**src/rtl/bomb_countdown_ctrl_if.sv**
```systemverilog
// Handshake bundle between the game FSM / time table / display path and the
// bomb countdown controller.
interface bomb_countdown_ctrl_if;
  logic       start;
  logic       level_clear;
  logic       pause;
  logic [3:0] tbl_three;
  logic [3:0] tbl_two;
  logic [3:0] tbl_one;
  logic [7:0] game_level;
  logic [3:0] digit_three;
  logic [3:0] digit_two;
  logic [3:0] digit_one;
  logic       running;
  logic       level_up;
  logic       boom;

  modport master (
    output start, level_clear, pause, tbl_three, tbl_two, tbl_one,
    input  game_level, digit_three, digit_two, digit_one, running, level_up, boom
  );

  modport slave (
    input  start, level_clear, pause, tbl_three, tbl_two, tbl_one,
    output game_level, digit_three, digit_two, digit_one, running, level_up, boom
  );
endinterface

```
**src/rtl/bomb_countdown_ctrl.sv**
```systemverilog
// Per-level bomb timer: owns the game level, loads three BCD digits from the
// registered time table and counts them down once per second.
module bomb_countdown_ctrl #(
  parameter int TICKS_PER_SEC = 50000000,
  parameter int MAX_LEVEL     = 255
) (
  input  logic                  clk,
  input  logic                  reset,
  bomb_countdown_ctrl_if.slave  ctrl
);

  localparam int                PRESC_W    = $clog2(TICKS_PER_SEC);
  localparam logic [PRESC_W-1:0] PRESC_LAST = PRESC_W'(TICKS_PER_SEC - 1);
  localparam logic [7:0]        LEVEL_MAX  = 8'(MAX_LEVEL);

  typedef enum logic [2:0] {
    S_IDLE,
    S_SETTLE,
    S_RUN,
    S_PAUSED,
    S_EXPIRED
  } state_e;

  state_e             state_q, state_d;
  logic [7:0]         level_q, level_d;
  logic [3:0]         three_q, three_d;
  logic [3:0]         two_q, two_d;
  logic [3:0]         one_q, one_d;
  logic [PRESC_W-1:0] presc_q, presc_d;
  logic               settle_q, settle_d;
  logic               level_up_q, level_up_d;
  logic               boom_q, boom_d;

  logic [3:0] dec_three, dec_two, dec_one;
  logic       borrow_one, borrow_two;
  logic       is_zero, dec_zero;
  logic [7:0] level_inc;

  function automatic logic [3:0] clamp9(input logic [3:0] d);
    return (d > 4'd9) ? 4'd9 : d;
  endfunction

  // BCD decrement with borrow; only used when the value is non-zero
  always_comb begin
    borrow_one = (one_q == 4'd0);
    borrow_two = borrow_one && (two_q == 4'd0);
    dec_one    = borrow_one ? 4'd9 : (one_q - 4'd1);
    if (borrow_one) begin
      dec_two = (two_q == 4'd0) ? 4'd9 : (two_q - 4'd1);
    end else begin
      dec_two = two_q;
    end
    dec_three = borrow_two ? (three_q - 4'd1) : three_q;
  end

  assign is_zero   = (three_q == 4'd0) && (two_q == 4'd0) && (one_q == 4'd0);
  assign dec_zero  = (dec_three == 4'd0) && (dec_two == 4'd0) && (dec_one == 4'd0);
  assign level_inc = (level_q >= LEVEL_MAX) ? LEVEL_MAX : (level_q + 8'd1);

  always_comb begin
    state_d    = state_q;
    level_d    = level_q;
    three_d    = three_q;
    two_d      = two_q;
    one_d      = one_q;
    presc_d    = presc_q;
    settle_d   = settle_q;
    level_up_d = 1'b0;
    boom_d     = 1'b0;

    case (state_q)
      S_IDLE: begin
        if (ctrl.start) begin
          level_d  = 8'd0;
          settle_d = 1'b0;
          state_d  = S_SETTLE;
        end
      end

      // Second cycle sees table data for the level set on SETTLE entry
      S_SETTLE: begin
        if (settle_q) begin
          three_d = clamp9(ctrl.tbl_three);
          two_d   = clamp9(ctrl.tbl_two);
          one_d   = clamp9(ctrl.tbl_one);
          presc_d = '0;
          state_d = S_RUN;
        end else begin
          settle_d = 1'b1;
        end
      end

      S_RUN, S_PAUSED: begin
        if (ctrl.start) begin
          level_d  = 8'd0;
          settle_d = 1'b0;
          state_d  = S_SETTLE;
        end else if (ctrl.level_clear) begin
          level_up_d = 1'b1;
          level_d    = level_inc;
          settle_d   = 1'b0;
          state_d    = S_SETTLE;
        end else if (state_q == S_RUN) begin
          if (is_zero) begin
            boom_d  = 1'b1;
            state_d = S_EXPIRED;
          end else if (ctrl.pause) begin
            state_d = S_PAUSED;
          end else if (presc_q == PRESC_LAST) begin
            presc_d = '0;
            three_d = dec_three;
            two_d   = dec_two;
            one_d   = dec_one;
            if (dec_zero) begin
              boom_d  = 1'b1;
              state_d = S_EXPIRED;
            end
          end else begin
            presc_d = presc_q + PRESC_W'(1);
          end
        end else if (!ctrl.pause) begin
          state_d = S_RUN;
        end
      end

      S_EXPIRED: begin
        if (ctrl.start) begin
          level_d  = 8'd0;
          settle_d = 1'b0;
          state_d  = S_SETTLE;
        end
      end

      default: begin
        state_d = S_IDLE;
      end
    endcase
  end

  always_ff @(posedge clk or posedge reset) begin
    if (reset) begin
      state_q    <= S_IDLE;
      level_q    <= 8'd0;
      three_q    <= 4'd0;
      two_q      <= 4'd0;
      one_q      <= 4'd0;
      presc_q    <= '0;
      settle_q   <= 1'b0;
      level_up_q <= 1'b0;
      boom_q     <= 1'b0;
    end else begin
      state_q    <= state_d;
      level_q    <= level_d;
      three_q    <= three_d;
      two_q      <= two_d;
      one_q      <= one_d;
      presc_q    <= presc_d;
      settle_q   <= settle_d;
      level_up_q <= level_up_d;
      boom_q     <= boom_d;
    end
  end

  assign ctrl.game_level  = level_q;
  assign ctrl.digit_three = three_q;
  assign ctrl.digit_two   = two_q;
  assign ctrl.digit_one   = one_q;
  assign ctrl.running     = (state_q == S_RUN);
  assign ctrl.level_up    = level_up_q;
  assign ctrl.boom        = boom_q;

endmodule

```
**src/flat_wrapper.sv**
```systemverilog
// flat-port wrapper written by rule: the top's interface ports become plain ports
module bomb_countdown_ctrl_flat 
#(
  parameter int TICKS_PER_SEC = 50000000,
  parameter int MAX_LEVEL     = 255
)
  (clk, reset, ctrl_start, ctrl_level_clear, ctrl_pause, ctrl_tbl_three, ctrl_tbl_two, ctrl_tbl_one, ctrl_game_level, ctrl_digit_three, ctrl_digit_two, ctrl_digit_one, ctrl_running, ctrl_level_up, ctrl_boom);
  bomb_countdown_ctrl_if ctrl_i ();
  input  logic clk;
  input  logic reset;
  input wire logic [$bits(ctrl_i.start)-1:0] ctrl_start;
  input wire logic [$bits(ctrl_i.level_clear)-1:0] ctrl_level_clear;
  input wire logic [$bits(ctrl_i.pause)-1:0] ctrl_pause;
  input wire logic [$bits(ctrl_i.tbl_three)-1:0] ctrl_tbl_three;
  input wire logic [$bits(ctrl_i.tbl_two)-1:0] ctrl_tbl_two;
  input wire logic [$bits(ctrl_i.tbl_one)-1:0] ctrl_tbl_one;
  output wire logic [$bits(ctrl_i.game_level)-1:0] ctrl_game_level;
  output wire logic [$bits(ctrl_i.digit_three)-1:0] ctrl_digit_three;
  output wire logic [$bits(ctrl_i.digit_two)-1:0] ctrl_digit_two;
  output wire logic [$bits(ctrl_i.digit_one)-1:0] ctrl_digit_one;
  output wire logic [$bits(ctrl_i.running)-1:0] ctrl_running;
  output wire logic [$bits(ctrl_i.level_up)-1:0] ctrl_level_up;
  output wire logic [$bits(ctrl_i.boom)-1:0] ctrl_boom;
  assign ctrl_i.start = ctrl_start;
  assign ctrl_i.level_clear = ctrl_level_clear;
  assign ctrl_i.pause = ctrl_pause;
  assign ctrl_i.tbl_three = ctrl_tbl_three;
  assign ctrl_i.tbl_two = ctrl_tbl_two;
  assign ctrl_i.tbl_one = ctrl_tbl_one;
  assign ctrl_game_level = ctrl_i.game_level;
  assign ctrl_digit_three = ctrl_i.digit_three;
  assign ctrl_digit_two = ctrl_i.digit_two;
  assign ctrl_digit_one = ctrl_i.digit_one;
  assign ctrl_running = ctrl_i.running;
  assign ctrl_level_up = ctrl_i.level_up;
  assign ctrl_boom = ctrl_i.boom;
  bomb_countdown_ctrl #(.TICKS_PER_SEC(TICKS_PER_SEC), .MAX_LEVEL(MAX_LEVEL)) u_core (.clk(clk), .reset(reset), .ctrl(ctrl_i));
endmodule
```
**config.mk**
```make
export PLATFORM = sky130hd
export DESIGN_NAME = bomb_countdown_ctrl_flat
export DESIGN_NICKNAME = d
export VERILOG_FILES = /design/src/rtl/bomb_countdown_ctrl_if.sv /design/src/rtl/bomb_countdown_ctrl.sv /design/src/flat_wrapper.sv
export SDC_FILE = /design/constraint.sdc
export NUM_CORES = 1
export LEC_CHECK = 0
export CAP_MARGIN = 30
export CORE_ASPECT_RATIO = 0.9
export CORE_MARGIN = 5
export CORE_UTILIZATION = 55
export CTS_CLUSTER_DIAMETER = 100
export CTS_CLUSTER_SIZE = 20
export DETAILED_ROUTE_END_ITERATION = 10
export GPL_TIMING_DRIVEN = 0
export PLACE_DENSITY = 0.79
export SKIP_CTS_REPAIR_TIMING = 1
export SKIP_LAST_GASP = 1
export SLEW_MARGIN = 30
export SYNTH_ARGS = -nofsm -noshare
export SYNTH_HDL_FRONTEND = slang
export SYNTH_SLANG_ARGS = --single-unit
export TNS_END_PERCENT = 10
```
**constraint.sdc**
```tcl
create_clock -name clk -period 3.6 [get_ports clk]
set_clock_uncertainty 0.1 [all_clocks]
set_input_delay 0.72 -clock clk [delete_from_list [all_inputs] [get_ports clk]]
set_output_delay 0.72 -clock clk [all_outputs]
set_load 0.005 [all_outputs]
```
==> results.ini <==
[setup_path]
timing.critical_path.buf_inv = 3
max_stage_delay_ns = 0.46
crit_path_start_kind = register
critical_path.reg2reg.endpoint = u_core.presc_q[4]$_DFFE_PP0P_
timing.critical_path.max_delay_family = buffers and inverters
worst-endpoint-arrival_ns = 2.38
crit_chain = nand2b_4, clkbuf_1, clkbuf_1, nor2_1, clkdlybuf4s50_1
timing.critical_path.fanout_max = 10
timing.critical_path.slowest_stage_cell = clkdlybuf4s50_1
timing.critical_path.to_type = primary output
worst_r2r_startpoint = u_core.presc_q[0]$_DFFE_PP0P_
rrSetupSlack_ns = 1.10
crit_top_cell = clkbuf_1
required_time_at_the_worst_slack_endpoint_ns = 2.78
r2r_cells = 7
crit_type = register to primary output

[routing]
num_vias = 3127
drc = 0
dr.first_iter.drc_count = 325
wire_per_inst_um = 17.4
viasPerCell = 6.42
drt.antenna.violating_nets = 0
firstDrtPassIters = 5
wirelength_met1_mm = 3.81
met2_length_mm = 3.95
routed_wl_mm = 8.46
route.top_layer_used = met4
dr_wl_met3_um = 593

[clock_tree]
clk_latency_ns = 0.30
cts_tree = built
cts-root-to-sink-buffers = 2
cts_root_buf = clkbuf_8
htree_levels = 2
cts_made_buffers = 5
tritoncts_sink_count = 52
path_clk_slew_ns = 0.09

[power]
power.clock.fraction_pct = 16.1
combPwrFrac_pct = 50.6
switching_power_uw = 1040
power-per-cell-area_nw_per_um2 = 636
cellLeakagePower_uw = 0.00158
p_int_uw = 1430
power.sequential.fraction_pct = 33.3
p_sw_share_pct = 42.1
peakVddDrop_mv = 0.353
total_power_uw = 2480

[grt]
global_route.overflow_total = 0
grt_first_pass_wirelength_mm = 14.6
antenna_found_initial = 0
grt_pass1_vias = 2972
grt_max_degree = 49
grt_usage_pct = 22.9

[timing]
maxSlewHeadroom_pct = 59.4
timing_hold_violations_final = 0
report.final.slew_viol_count = 0
final.min_clock_period_ns = 3.20
tightestPinTransition_ns = 0.604
whs_ns = 0.449
setup_repair_after_global_routing_missed_its_margin = false
setup_violations = 0
fmaxAchievable_ghz = 0.313
fin_setup_tns_ns = 0
final.period_utilization_pct = 88.8

[synthesis]
synth_nets = 390
synthesis.area_um2 = 3290
synth_largest_area_cell = dfrtp_1
yosys_most_used_dff = dfrtp_1
synth_enable_flop_cells = 0
async_reset_ff_share_pct = 100
yosys.cell_types.count = 59
ys_top_cells_by_area = dfrtp_1, nor2_1, a21oi_1
synth.ff_latch_count = 52
synthesis.instances = 370
avgSynthCellArea_um2 = 8.89
synthesis.yosys.warnings = 0
synth_top_area_share_pct = 39.6
synth_sequential_area_ratio_pct = 39.6

[outcome]
outcome = finished, final reports clean

[floorplan]
fp.dieArea_um2 = 7630
die_h_um = 83.4
placementRows = 26
i_o_pins = 40
core_um2 = 5760
floorplan.die.width_um = 91.5
start_util_pct = 57.1

[placed_design]
io_buffers = 38
routability_congestion_estimate_from_global_placement = 0.905
detailed_place_hpwl_mm = 6.13

[final_layout]
antenna_cells_inserted = 0
layout_commonest_cell = dfrtp_1
layout.core_utilization_pct = 67.6
finalNetCount = 436
area_delta_synth_final_pct = 18.4
layout-drive-gt1-share_pct = 12.9
leading_cell_types_in_the_layout_fill_and_taps_excluded = dfrtp_1, clkdlybuf4s50_1, nor2_1

[hold_path]
min_to = u_core.settle_q$_DFFE_PP0P_
min_from = u_core.settle_q$_DFFE_PP0P_
whs_path_depth = 2
hold_path_class = register to register

[run]
timing.max_cap.violations = 0

-- routing by layer --
layer	vias up	GRT usage, %
li1	1490	-
met1	1507	33.5
met2	116	35.8
met3	14	3.89
met4	0	4.52
met5	-	0
-- power by group through the flow --
stage	Combinational, uW	Clock, uW	Sequential [uW]
6_report	1250	399	825
5_1_grt	1370	437	841
4_1_cts	1250	409	820
3_5_place_dp	1240	0	832
3_3_place_gp	1210	0	827
2_1_floorplan	826	0	808
-- layout make-up --
class	count	area, um^2
inverters	15	58.8
fillers	480	1860
clock inverters	2	35.0
clock buffers	6	72.6
multi-input cells	283	1780
plain buffers	20	154
well taps	70	87.6
flip-flops and latches	52	1300
repair buffers	39	408
-- stage by stage --
step,std cells,setup WS [ns],instance area [um^2]
after floorplan,370,1.32,3290
after global placement,478,0.478,3760
after detailed placement,479,0.808,3790
after CTS,487,0.437,3890
after global routing,487,0.287,3890
final,487,0.402,3890
-- how the worst max path moves through the flow --
stage | from | end | slack [ns] | cells after the start
final | u_core.state_q[2]$_DFFE_PP0P_ | ctrl_running | 0.40 | 5
after global routing | u_core.state_q[2]$_DFFE_PP0P_ | ctrl_running | 0.29 | 5
after CTS | u_core.state_q[2]$_DFFE_PP0P_ | ctrl_running | 0.44 | 5
after detailed placement | u_core.state_q[2]$_DFFE_PP0P_ | ctrl_running | 0.81 | 5
after global placement | reset | u_core.presc_q[0]$_DFFE_PP0P_ | 0.48 | 2
after floorplan | ctrl_start | u_core.presc_q[19]$_DFFE_PP0P_ | 1.32 | 5
-- worst register-to-register path: cells and delay by family, from the launching register on --
kind | cells | cell delay (ns)
buf+inv | 1 | 0.48
simple gates | 3 | 0.56
compound gates | 2 | 0.59
flops | 1 | 0.43
fa+ha+maj | 1 | 0.25
-- state kept, by name, summed over array words and instances, names as in the netlist --
| signal | flops |
|---|---|
| u_core.ctrl.digit_two | 4 |
| u_core.ctrl.boom | 1 |
| u_core.state_q | 3 |
| u_core.ctrl.digit_one | 4 |
| u_core.settle_q | 1 |
| u_core.ctrl.digit_three | 4 |
| u_core.presc_q | 26 |
| u_core.ctrl.game_level | 8 |
| u_core.ctrl.level_up | 1 |
-- cells in the mapped netlist (all sizes together) (11+ instances only) --
cell type  number
dfrtp          52
nor2           38
o21ai          36
a21oi          26
nand2          23
nor3           18
inv            15
buf            14
nand3          14
o31ai          13
a22o           11
and3           11
-- logic make-up (layout without fill, tap and decap cells) --
| kind of cell | Yosys count | count (layout) | synth area share, % |
|---|---|---|---|
| XOR/XNOR | 1 | 1 | 0.266 |
| flip-flops | 52 | 52 | 39.6 |
| multiplexers | 1 | 1 | 0.304 |
| buffers and inverters | 35 | 82 | 6.39 |
| AND/OR/NAND/NOR | 155 | 155 | 27.9 |
| adder cells (fa/ha/maj) | 3 | 3 | 1.14 |
| AO/OA/AOI/OAI | 123 | 123 | 24.5 |
No activity file was read; power rests on OpenSTA's default activity.
